### src/rtl/branch_resolve_unit_pkg.sv
// Shared definitions for the branch resolve unit.
//   - Condition codes decoded by branch_cond_eval.
//   - FSM state encodings for the flush sequencer.
package branch_resolve_unit_pkg;

   localparam logic [2:0] COND_NE     = 3'b000;
   localparam logic [2:0] COND_EQ     = 3'b001;
   localparam logic [2:0] COND_GT     = 3'b010;
   localparam logic [2:0] COND_LT     = 3'b011;
   localparam logic [2:0] COND_GTE    = 3'b100;
   localparam logic [2:0] COND_LTE    = 3'b101;
   localparam logic [2:0] COND_OVFL   = 3'b110;
   localparam logic [2:0] COND_UNCOND = 3'b111;

   typedef enum logic {
      ST_IDLE  = 1'b0,
      ST_FLUSH = 1'b1
   } brs_state_e;

endpackage

### src/rtl/branch_resolve_unit_cond_eval.sv
// branch_cond_eval: purely combinational condition evaluator.
// Ports:
//   z, n, v  in   effective flags (already forwarded)
//   cond     in   3-bit condition code
//   taken    out  1 when the condition holds
// This block is also used by the branch predictor checker.
module branch_cond_eval
   import branch_resolve_unit_pkg::*;
(
   input  logic       z,
   input  logic       n,
   input  logic       v,
   input  logic [2:0] cond,
   output logic       taken
);

   // NOTE: every output of a combinational block gets a default first so no
   // path through the case can leave it unassigned and infer a latch.
   always_comb begin
      taken = 1'b0;
      case (cond)
         COND_NE:     taken = ~z;
         COND_EQ:     taken = z;
         COND_GT:     taken = ~z & ~n;
         COND_LT:     taken = n;
         COND_GTE:    taken = z | (~z & ~n);
         COND_LTE:    taken = n | z;
         COND_OVFL:   taken = v;
         COND_UNCOND: taken = 1'b1;
         default:     taken = 1'b0;
      endcase
   end

endmodule

### src/rtl/branch_resolve_unit.sv
// branch_resolve_unit: holds the architectural Z/N/V flags written by the
// ALU stage, resolves conditional branches from decode against those flags
// (with same-cycle forwarding of ALU flag writes), issues a one-cycle PC
// redirect and sequences a multi-cycle flush of younger instructions.
// Ports:
//   clk, rst                    clock, synchronous active-high reset
//   stall                       freezes flags, FSM and counter
//   flag_we_{z,n,v}, alu_{z,n,v} ALU flag write enables and values
//   br_valid, br_cond,          branch request from decode
//   br_offset, br_pc_plus1
//   redirect, redirect_pc       one-cycle fetch redirect and its target
//   flush                       squash younger instructions
//   flag_z, flag_n, flag_v      architectural flags
module branch_resolve_unit
   import branch_resolve_unit_pkg::*;
#(
   parameter int DATA_W       = 16,
   parameter int OFF_W        = 9,
   parameter int FLUSH_CYCLES = 2
) (
   input  logic              clk,
   input  logic              rst,
   input  logic              stall,
   input  logic              flag_we_z,
   input  logic              flag_we_n,
   input  logic              flag_we_v,
   input  logic              alu_z,
   input  logic              alu_n,
   input  logic              alu_v,
   input  logic              br_valid,
   input  logic [2:0]        br_cond,
   input  logic [OFF_W-1:0]  br_offset,
   input  logic [DATA_W-1:0] br_pc_plus1,
   output logic              redirect,
   output logic [DATA_W-1:0] redirect_pc,
   output logic              flush,
   output logic              flag_z,
   output logic              flag_n,
   output logic              flag_v
);

   localparam logic [2:0] FLUSH_INIT = 3'(FLUSH_CYCLES - 1);

   logic              eff_z;
   logic              eff_n;
   logic              eff_v;
   logic              taken;
   logic              accept;
   logic              take_branch;
   logic [DATA_W-1:0] target;
   brs_state_e        state;
   logic [2:0]        flush_cnt;

   // Forward the flags the instruction in EX is writing this cycle, so a
   // branch directly behind a flag-setting instruction needs no stall.
   assign eff_z = flag_we_z ? alu_z : flag_z;
   assign eff_n = flag_we_n ? alu_n : flag_n;
   assign eff_v = flag_we_v ? alu_v : flag_v;

   branch_cond_eval u_cond_eval (
      .z     (eff_z),
      .n     (eff_n),
      .v     (eff_v),
      .cond  (br_cond),
      .taken (taken)
   );

   // Target wraps silently modulo 2^DATA_W.
   assign target = br_pc_plus1
                 + {{(DATA_W - OFF_W){br_offset[OFF_W-1]}}, br_offset};

   // A branch seen while flushing is a squashed instruction.
   assign accept      = br_valid & ~stall & (state == ST_IDLE);
   assign take_branch = accept & taken;

   // NOTE: sequential state uses non-blocking assignments so every register
   // samples pre-edge values regardless of statement order.
   always_ff @(posedge clk) begin
      if (rst) begin
         flag_z      <= 1'b0;
         flag_n      <= 1'b0;
         flag_v      <= 1'b0;
         redirect    <= 1'b0;
         redirect_pc <= '0;
         flush       <= 1'b0;
         state       <= ST_IDLE;
         flush_cnt   <= 3'd0;
      end else begin
         // EX holds an older, non-squashed instruction, so flag writes
         // continue even while flushing.
         if (!stall) begin
            if (flag_we_z) flag_z <= alu_z;
            if (flag_we_n) flag_n <= alu_n;
            if (flag_we_v) flag_v <= alu_v;
         end

         // Redirect is a pulse and is not held by stall.
         redirect <= take_branch;
         if (take_branch) redirect_pc <= target;

         case (state)
            ST_IDLE: begin
               if (take_branch) begin
                  state     <= ST_FLUSH;
                  flush     <= 1'b1;
                  flush_cnt <= FLUSH_INIT;
               end
            end
            ST_FLUSH: begin
               if (!stall) begin
                  if (flush_cnt == 3'd0) begin
                     state <= ST_IDLE;
                     flush <= 1'b0;
                  end else begin
                     flush_cnt <= flush_cnt - 3'd1;
                  end
               end
            end
         endcase
      end
   end

endmodule

### config.mk
export PLATFORM = sky130hd
export DESIGN_NAME = branch_resolve_unit
export DESIGN_NICKNAME = d
export VERILOG_FILES = /design/src/rtl/branch_resolve_unit_pkg.sv /design/src/rtl/branch_resolve_unit_cond_eval.sv /design/src/rtl/branch_resolve_unit.sv
export SDC_FILE = /design/constraint.sdc
export NUM_CORES = 1
export LEC_CHECK = 0
export CAP_MARGIN = 10
export CORE_UTILIZATION = 47
export DETAILED_ROUTE_END_ITERATION = 6
export GPL_TIMING_DRIVEN = 0
export PLACE_DENSITY = 0.81
export SYNTH_ARGS = -nofsm -noshare
export SYNTH_HDL_FRONTEND = slang
export SYNTH_HIERARCHICAL = 1
export SYNTH_SLANG_ARGS = --single-unit
### constraint.sdc
create_clock -name clk -period 3.2 [get_ports clk]
set_input_delay 0.8 -clock clk [delete_from_list [all_inputs] [get_ports clk]]
set_output_delay 0.8 -clock clk [all_outputs]
set_load 0.05 [all_outputs]
==> metrics.txt, run 1 <==
worst-path fanout max=10; clock period minus worst slack=between 3 and 4 ns; final setup TNS=0 ns; syn nets=around 290; Seq/Total Area, Yosys=a little over a quarter; post-DP HPWL=approximately 3.5 mm; period utilisation layout=94.2%; DR vias/cell=~5.5; Avg Inst Size Synth=between 8 and 9 µm²; H-tree depth=1; max-cap viol count=0; worst setup path class=input port to flop; RSZ-0062 raised after global routing=false; Clk pin slew, worst setup/hold paths=0.08 ns; worst-skew pair later-pin latency=about 0.26 ns; Bufs on Longest Clock Path=2; WL/cell=12.6 µm; post-route ant nets=0; Layout Utilization=68.2%; fraction of layout cells with a size suffix above 1=under 10%; pwr/cell area=around 350 mW/mm²; initial core utilization=50.0%; initial antenna violation count=0; IO buf count=between 50 and 60; Synth Cell Area=approximately 0.0019 mm²; Pleak=roughly 1 nW; fin nets=approximately 350; die area=about 0.0042 mm²; Fin. Hold Viols=0; hold_ws=approximately 0.46 ns; Routed Wire Length=4.28 mm; DR pass1 iterations=4; commonest cells after routing, fill and taps aside=clkdlybuf4s50_1 (56), nand2_1 (32), dfxtp_1 (25); CTS tree=yes; vias in the first global route=roughly 1,700; Core ar.=about 0.0037 mm²; WP data required=roughly 3.4 ns; Crit path arrival time=~3.2 ns; Row Count=22; I/O Pins=just under 60; register area=500 µm²; WP buf/inv=3; Setup crit start kind=input port; number of synthesis warnings=6; Sink Count=25; DR iter-0 viols=148; area of the multi-input gates=roughly 0.0013 mm²; dominant cells by area after synthesis=dfxtp_1 (27%), ha_1 (11%), nand2_1 (6.5%), a21oi_1 (5.9%), o21ai_0 (5.9%); Post-CTS Setup Bufs=0; GRT overflow=0; relative slew slack=about 65%; Die Span Y=between 60 and 70 µm; Vias=1,884; Resize count post-CTS=0; Synth Flop Type=dfxtp_1; number of distinct library cells after synthesis=between 50 and 60; Synth top area share=a little over a quarter; most common cell after layout, fill and taps aside=clkdlybuf4s50_1; first-pass GRT wire length=between 7 and 8 mm; Synth Register Bits=25; Hold Buf Count CTS=0; CTS Buf Count=3; width of the die=around 65 µm; Post-synth ARST share=0%; worst hold path class=flop to flop; Fill cells=324; ant diodes=0; Crit. End Element=flop; Crit-path slowest cell=clkdlybuf4s50_1; Root Driver=clkbuf_8; kind of cell adding the most delay to the critical path=buffers and inverters; CP max stage delay=0.47 ns; Global Route Usage Sum=between 20% and 30%; Pins Over Slew Limit=0; Synth Instances=between 200 and 250; DRC errors left=0; synth-to-layout area growth=36.5%; Max Clk Rate=0.332 GHz; outcome=finished, final reports clean; CP Cell Sequence=clkdlybuf4s50_1, mux2_2, nand2b_1, mux2i_1, a21oi_1, o21a_1, and4bb_2, nand2b_4, inv_1, buf_4, nand2_1, a311oi_1, a221o_1; leading area contributor after synthesis=dfxtp_1; Worst Skew=0.00164 ns; largest net degree at the start of global routing=14; Post-synth EDFFs=0; transition time of the tightest slew-check pin=0.520 ns; worst vdd ir=approximately 180 µV; final setup fails=0; Routability Congestion=a little over 0.9
==> sequential cells by signal, summed over array words and instances (netlist names) <==
| signal | flops |
|---|---|
| flag_n | 1 |
| state | 1 |
| flush_cnt | 3 |
| flag_z | 1 |
| flush | 1 |
| flag_v | 1 |
| redirect_pc | 16 |
| redirect | 1 |
==> cells in the mapped netlist (3+ instances only) <==
library cell   n
o211ai_1       4
a221o_1        3
mux2_2         3
buf_2          4
nand4_1        4
or3_1          4
o21ai_0       22
nand3_1        7
a21oi_1       22
nor3_1         3
nand2_1       32
nor2_1        12
o31a_1         3
o21a_1         4
ha_1          17
inv_1         11
dfxtp_1       25
xor2_1         7
mux2i_1        3
==> where the power goes <==
part           leakage [nW]  internal [mW]  switching, mW
sequential            0.204          0.331         0.0130
combinational         0.756          0.154          0.204
clock                0.0228         0.0889         0.0934
total                 0.982          0.574          0.310
==> cell families after synthesis <==
| family | count (synthesis) | synth area share, % |
|---|---|---|
| DFF | 25 | 27.0 |
| muxes | 6 | 3.44 |
| AOI/OAI and AO/OA | 80 | 28.5 |
| xor gates and xnor gates | 8 | 3.77 |
| adders and majority gates | 18 | 12.5 |
| and+or+nand+nor | 76 | 20.1 |
| buffers and inverters | 19 | 4.72 |
==> worst reg2reg max path, cell delays in order, from the launching register on <==
cell      delay (ns)
dfxtp_1         0.33
mux2_2          0.30
nand2_1         0.09
mux2i_1         0.18
a21oi_1         0.06
o21a_1          0.19
and4bb_2        0.29
nand2b_4        0.12
inv_1           0.06
buf_4           0.17
nand2_1         0.07
a311oi_1        0.04
a221o_1         0.27
==> metal layers <==
metal / global-route usage [%] / routed length [µm] / vias to the layer above / share of wire [%]
met2: 35.8 / 1970 / 40 / 46
met4: 9.44 / 95 / 0 / 2.2
met5: 0 / 0 / - / 0
met3: 1.76 / 93 / 8 / 2.2
met1: 30.1 / 2120 / 860 / 50
li1: - / - / 976 / -
==> stage by stage <==
step,power (mW),instances,area [µm²],worst slack [ns]
after floorplan,0.584,232,1860,0.535
after global placement,0.699,336,2480,-0.156
after detailed placement,0.705,336,2480,-0.179
after CTS,0.885,340,2520,0.103
after global routing,0.943,340,2530,0.0319
final,0.884,340,2530,0.187
==> path summary, 6_finish.rpt <==
kind                                                   from  depth (start not counted)                           to  slack, ns
worst max-delay path                              flag_we_z                         13  redirect_pc[9]$_SDFFE_PP0P_       0.19
worst min-delay path            redirect_pc[2]$_SDFFE_PP0P_                          2  redirect_pc[2]$_SDFFE_PP0P_       0.46
worst max register to register          flag_n$_SDFFE_PP0N_                         12  redirect_pc[9]$_SDFFE_PP0P_       0.93
worst min register to register  redirect_pc[2]$_SDFFE_PP0P_                          2  redirect_pc[2]$_SDFFE_PP0P_       0.46
==> layout make-up <==
cell class / count / area share [%]
timing repair buffer: 56 / 22.1
inverter: 11 / 1.63
sequential: 25 / 19.8
tap: 48 / 2.37
multi-input combinational: 188 / 50.5
buffer: 8 / 1.88
clock buffer: 4 / 1.78
No activity file was read; power rests on OpenSTA's default activity.
==> inputs of run 2 (changes only) <==
--- a/config.mk
+++ b/config.mk
@@ -9,6 +9,8 @@
 export CORE_UTILIZATION = 47
 export DETAILED_ROUTE_END_ITERATION = 6
+export GPL_ROUTABILITY_DRIVEN = 0
 export GPL_TIMING_DRIVEN = 0
 export PLACE_DENSITY = 0.81
+export REMOVE_ABC_BUFFERS = 1
 export SYNTH_ARGS = -nofsm -noshare
 export SYNTH_HDL_FRONTEND = slang
==> constraint.sdc (replaced) <==
create_clock -name clk -period 3.2 [get_ports clk]
set_input_delay 0.8 -clock clk [delete_from_list [all_inputs] [get_ports clk]]
set_output_delay 0.8 -clock clk [all_outputs]
set_load 0.02 [all_outputs]
==> metrics.txt, run 2 (synthesis results as in run 1) <==
Worst Skew=0.00625 ns (+0.00460 ns); relative slew slack=70.5% (+5.3 points); GRT overflow=0 (unchanged); worst-path fanout max=6 (-4); pre-CTS setup slack=-0.394 ns (-0.215 ns); Row Count=22 (unchanged); DR iter-0 viols=122 (-18%); post-route ant nets=0 (unchanged); ant diodes=0 (unchanged); CTS tree=yes; period utilisation layout=96.2% (+2.0 points); worst vdd ir=212 µV (+19%); width of the die=64.9 µm (unchanged); most common cell after layout, fill and taps aside=clkdlybuf4s50_1; H-tree depth=1 (unchanged); largest reg by FF count=redirect_pc; DR vias/cell=5.66 (+2.2%); max reg flops=16 (unchanged); worst-skew pair later-pin latency=0.27 ns (about the same); CTS Buf Count=3 (unchanged); Global Route Usage Sum=22.5% (+0.28 points); outcome=finished, final reports clean; transition time of the tightest slew-check pin=0.436 ns (-0.0843 ns); Pleak=0.995 nW (+1.3%); Crit path arrival time=3.30 ns (+0.13 ns); Root Driver=clkbuf_8; DR pass1 iterations=4 (unchanged); total power=871 µW (-1.4%); Pins Over Slew Limit=0 (unchanged); Clk pin slew, worst setup/hold paths=0.09 ns (about the same); Routed Wire Length=4.65 mm (+8.5%); Setup crit start kind=input port; final setup fails=0 (unchanged); Fin. Hold Viols=0 (unchanged); die area=0.00421 mm² (unchanged); IO buf count=58 (+3.6%); pwr/cell area=337 mW/mm² (-3.3%); WL/cell=13.5 µm (+7.5%); Max Clk Rate=0.325 GHz (-2.1%); I/O Pins=59 (unchanged); DRC errors left=0 (unchanged); hold-critical path depth=2 (unchanged); worst reg-to-reg path cell count=10 (-2); worst setup path class=input port to flop; initial core utilization=50.0% (unchanged); Hold Buf Count CTS=0 (unchanged); clock period minus worst slack=3.08 ns (+0.0651 ns); commonest cells after routing, fill and taps aside=clkdlybuf4s50_1 (58), nand2_1 (32), dfxtp_1 (25); Bufs on Longest Clock Path=2 (unchanged); first-pass GRT wire length=7.57 mm (+2.1%); vias in the first global route=1,784 (+6.7%); fraction of layout cells with a size suffix above 1=8.47% (+1.3 points); WP data required=3.42 ns (+0.06 ns); largest net degree at the start of global routing=18 (+4); max-cap viol count=0 (unchanged); Core ar.=0.00372 mm² (unchanged); fin nets=352 (+0.86%); biggest registers after layout=redirect_pc (16), flush_cnt (3); synth-to-layout area growth=39.1%; worst hold path class=flop to flop; Sink Count=25 (unchanged); Die Span Y=64.9 µm (unchanged); Vias=1,943 (+3.1%); post-DP HPWL=3.38 mm (-3.0%); Crit. End Element=flop; final worst setup slack=0.122 ns (-0.0651 ns); RSZ-0062 raised after global routing=false; initial antenna violation count=0 (unchanged)
==> run 2: cell types whose count changed in the layout (fill, tap and decap cells not counted), sizes merged <==
cell,delta
buf,+3
clkdlybuf4s50,+2
clkbuf,-3
clkinvlp,+1
==> run 2: layer usage <==
| metal | wire length (µm) | track usage (%) | vias up |
|---|---|---|---|
| li1 | - | - | 977 |
| met4 | 61 | 8.61 | 0 |
| met2 | 2230 | 38.3 | 61 |
| met1 | 2110 | 28.2 | 897 |
| met5 | 0 | 0 | - |
| met3 | 249 | 3.35 | 8 |
==> run 2: per-stage QoR <==
stage                     utilization [%]  hold WS [ns]  area [µm²]  cells  TNS (ns)
after global routing                 69.5         0.503        2580    343         0
after floorplan                         -         0.448        1810    224         0
after global placement               66.0         0.436        2450    330     -2.87
after detailed placement             66.0         0.445        2450    330     -3.53
final                                69.5         0.467        2580    343         0
after CTS                            68.3         0.469        2540    337         0
==> run 2: critical path: stages <==
cell	delay, ns
clkdlybuf4s50_1	0.46
mux2_2	0.37
nand2_1	0.09
mux2i_1	0.07
a21oi_1	0.14
o21a_1	0.17
and4bb_2	0.32
nand2b_4	0.10
buf_4	0.16
or4_1	0.50
nand3_1	0.09
==> run 2: path summary, 6_finish.rpt <==
path	endpoint	slack [ns]	start
max	redirect_pc[12]$_SDFFE_PP0P_	0.12	flag_we_n
min	redirect_pc[8]$_SDFFE_PP0P_	0.47	redirect_pc[8]$_SDFFE_PP0P_
max reg2reg	redirect_pc[12]$_SDFFE_PP0P_	0.84	flag_n$_SDFFE_PP0N_
min reg2reg	redirect_pc[8]$_SDFFE_PP0P_	0.47	redirect_pc[8]$_SDFFE_PP0P_
==> run 2: area by class of cell <==
cell class	count	area, µm²
sequential	25	500
clock buffer	3	41.3
clock inverter	1	8.76
multi-input combinational	188	1280
inverter	11	45.0
timing repair buffer	67	648
fill	314	1130
tap	48	60.1
==> run 2: power breakdown <==
group / switching (mW) / internal [mW]
clock: 0.110 / 0.0914
combinational: 0.167 / 0.158
sequential: 0.0126 / 0.331
==> run 2: repair_timing <==
action,CTS,global route
cloned,0,0
endpoints found under the setup margin,3,7
setup buffers,3,6
resized for setup,3,0
pin swaps,0,2
